### src/rtl/blinky.sv
// Free-running blink divider: led is the MSB of a WIDTH-bit up-counter.
// The counter clears asynchronously on rst and counts on every rising clk edge.
module blinky #(
  parameter int WIDTH = 24
) (
  input  logic clk,
  input  logic rst,
  output logic led
);

  logic [WIDTH-1:0] r_cnt;

  // Natural modulo-2^WIDTH wrap; no terminal-count handling needed.
  always_ff @(posedge clk or posedge rst) begin
    if (rst) begin
      r_cnt <= '0;
    end else begin
      r_cnt <= r_cnt + 1'b1;
    end
  end

  // Straight from the flop, so led cannot glitch.
  assign led = r_cnt[WIDTH-1];

endmodule

### config.mk
export PLATFORM = sky130hd
export DESIGN_NAME = blinky
export DESIGN_NICKNAME = d
export VERILOG_FILES = /design/src/rtl/blinky.sv
export SDC_FILE = /design/constraint.sdc
export NUM_CORES = 1
export LEC_CHECK = 0
export ABC_AREA = 0
export ABC_CLOCK_PERIOD_IN_PS = 2300
export BUFFER_PORTS_ARGS = -buffer_cell sky130_fd_sc_hd__buf_2
export CORE_ASPECT_RATIO = 0.9
export CORE_MARGIN = 2
export CORE_UTILIZATION = 40
export DETAILED_ROUTE_END_ITERATION = 10
export PLACE_DENSITY = 0.52
export SYNTH_ARGS = -nofsm -noshare
export SYNTH_HDL_FRONTEND = slang
export SYNTH_SLANG_ARGS = --single-unit
### constraint.sdc
create_clock -name clk -period 2.3 [get_ports clk]
set_clock_uncertainty 0.1 [all_clocks]
set_input_delay 0 -clock clk [delete_from_list [all_inputs] [get_ports clk]]
set_output_delay 0 -clock clk [all_outputs]
set_load 0.1 [all_outputs]
==> run metrics <==
status=finished clean; Psw=0.130 mW; Regs by FF count=r_cnt (24); post-route insts no fill=117; worst reg2reg path startpoint=r_cnt[0]$_DFF_PP0_; Hold Violations, Final=0; Slew @ Worst Pin=0.913 ns; CP max FO=7; RSZ-0062 raised after global routing=no; max FFs per register=24; area leader, netlist=dfrtp_1; worst vdd ir=0.000738 V; ys async rst share=100%; largest net degree at the start of global routing=25; PortBufs=2; worst-skew pair later-pin latency=0.31 ns; Final WS setup=approximately 0.44 ns; synth top area cells=dfrtp_1, xnor2_1, nand4_1; synthesized instance count=83; first drt pass iteration count=4; Worst Path Arrival=1.97 ns; Place WS=0.444 ns; CP endpoint=r_cnt[18]$_DFF_PP0_; P_int=0.600 mW; Num Clock Sinks=24; Worst-path clk slew=0.13 ns; grt total ovfl=0; Synth top area share=59.3%; fill count=about 240; pwr/cell area=approximately 650 nW/µm²; crit path from=r_cnt[0]$_DFF_PP0_; post-DR vias/cell=5.05; routed vias=591; r2r worst-path depth=5; FF+latch count, synth=24; die width=57.1 µm; peak clock frequency supported by timing=between 500 and 600 MHz; CTS tree=built; I/O pin count=3; Initial Util=a little over two fifths; max-slew violation count=0; drt wl/cell=12.8 µm; Setup crit end kind=register; Detail Route Antenna Nets=0; first-pass GRT wire length=around 2.8 mm; FP Rows=17; drt total wl=around 1.5 mm; H-tree levels=1; Post-synth EDFFs=0; number of global-route vias before repair=601; WS Path Type=register to register; initial antenna violation count=0; Pwr Total=0.730 mW; fin crit share=80.9%; Nets=93; Synth warnings=0; commonest cells in the netlist=dfrtp_1, xnor2_1, nand2_1, nand3_1, nand4_1; TritonCTS Buffers=3; Comb pwr share=1.4%; Die Height=approximately 52 µm; Syn Nets=between 80 and 90; register area share after synthesis=around 59%; die area=2950 µm²; most frequent cell after synthesis=dfrtp_1; 1st-iter DRT viols=10; Mapped Area=around 1000 µm²; Startpoint Class=register; gr usage total=12.9%; worst flop-to-flop path endpoint=r_cnt[18]$_DFF_PP0_; Flop pwr share=approximately 58%; Distinct cells, synth=16; # setup viols final=0; setup TNS=0 ns; Max Root-Sink Buffers=2; Core ar.=2420 µm²; synth-to-layout area growth=10.1%; Placed Instances=112; Critical Path RT=~2.4 ns; Worst Hold Class=primary input to asynchronous set/reset pin; P_leak=0.526 nW; post-layout min period=1.86 ns; gp weighted congestion=0.701; Top FF cell, synth=dfrtp_1; share of layout cells above drive strength 1=7.87%; Slew headroom=39.1%; clock share of power=~40%; Sw Share=17.8%; # DRC=0; r2r setup slk=0.44 ns; n_diodes=0; Max-Cap Viols=0; Avg Cell Area, Syn=12.2 µm²; Most flops, register=r_cnt; clock root buffer=clkbuf_4
-- worst max-delay path, stage by stage (launching register included) --
cell and delay [ns]:
dfrtp_1 0.41, ha_1 0.21, and4_1 0.25, nor2b_1 0.46, nand3_1 0.17, xnor2_1 0.16
-- routing by layer --
metal	wire (µm)	vias up	global-route usage (%)	part of all wire [%]
met5	0	-	0	0
met4	0	0	4.65	0
met3	65	0	5.97	4.3
met2	577	12	17.0	39
met1	852	285	18.4	57
li1	-	294	-	-
-- worst min-delay path by stage --
| stage | start | to | cells after the start |
|---|---|---|---|
| 3_3_place_gp | rst | r_cnt[17]$_DFF_PP0_ | 2 |
| 3_5_place_dp | rst | r_cnt[11]$_DFF_PP0_ | 2 |
| 2_1_floorplan | rst | r_cnt[0]$_DFF_PP0_ | 1 |
| 6_report | rst | r_cnt[17]$_DFF_PP0_ | 3 |
| 4_1_cts | rst | r_cnt[17]$_DFF_PP0_ | 3 |
| 5_1_grt | rst | r_cnt[17]$_DFF_PP0_ | 3 |
-- cells in the final DEF (no fill, tap or decap) --
master         count
nand2_1            7
and3_1             4
ha_1               1
nor3_4             1
buf_2              2
or2_1              1
nand4_1            7
dfrtp_1           24
nand3_1            7
xnor2_1           18
nor2b_1            1
nor2_1             1
and4_1             3
and2_1             1
clkbuf_4           3
bufinv_16          1
inv_1              2
dlygate4sd3_1      1
xor2_1             4
-- layout make-up --
type / count / area (µm²) / area share [%]
clock inverters: 1 / 30.0 / 2.69
clock buffers: 3 / 22.5 / 2.02
multi-input cells: 56 / 400 / 35.9
repair buffers: 3 / 20.0 / 1.79
flip-flops and latches: 24 / 601 / 53.8
inverters: 2 / 7.51 / 0.673
well taps: 28 / 35.0 / 3.14
-- what timing repair did --
action                                 CTS  global route
endpoints found under the hold margin   24             0
gates resized for setup                  0             0
hold buffers                             1             0
setup buffers                            0             0
-- metrics by stage --
stage | area, µm² | hold slack (ns) | util [%]
2_1_floorplan | 1010 | -0.0854 | -
3_3_place_gp | 1050 | 0.139 | 43.4
5_1_grt | 1120 | 0.359 | 46.0
6_report | 1120 | 0.311 | 46.0
3_5_place_dp | 1050 | 0.132 | 43.4
4_1_cts | 1120 | 0.306 | 46.0
-- kinds of logic (layout without fill, tap and decap cells) --
logic type / Yosys count / count (layout) / synth area share [%]
AND/OR/NAND/NOR: 33 / 33 / 19.3
XOR/XNOR: 22 / 22 / 19.0
buffers and inverters: 3 / 9 / 1.23
adder cells (fa/ha/maj): 1 / 1 / 1.23
flip-flops: 24 / 24 / 59.3
-- power groups by stage --
stage | Clock (mW) | Combinational (mW) | Sequential, mW
6_report | 0.298 | 0.0101 | 0.422
5_1_grt | 0.331 | 0.0119 | 0.422
4_1_cts | 0.313 | 0.0105 | 0.422
3_5_place_dp | 0 | 0.00928 | 0.430
3_3_place_gp | 0 | 0.00942 | 0.430
2_1_floorplan | 0 | 0.00628 | 0.430
No activity file was read; power rests on OpenSTA's default activity.
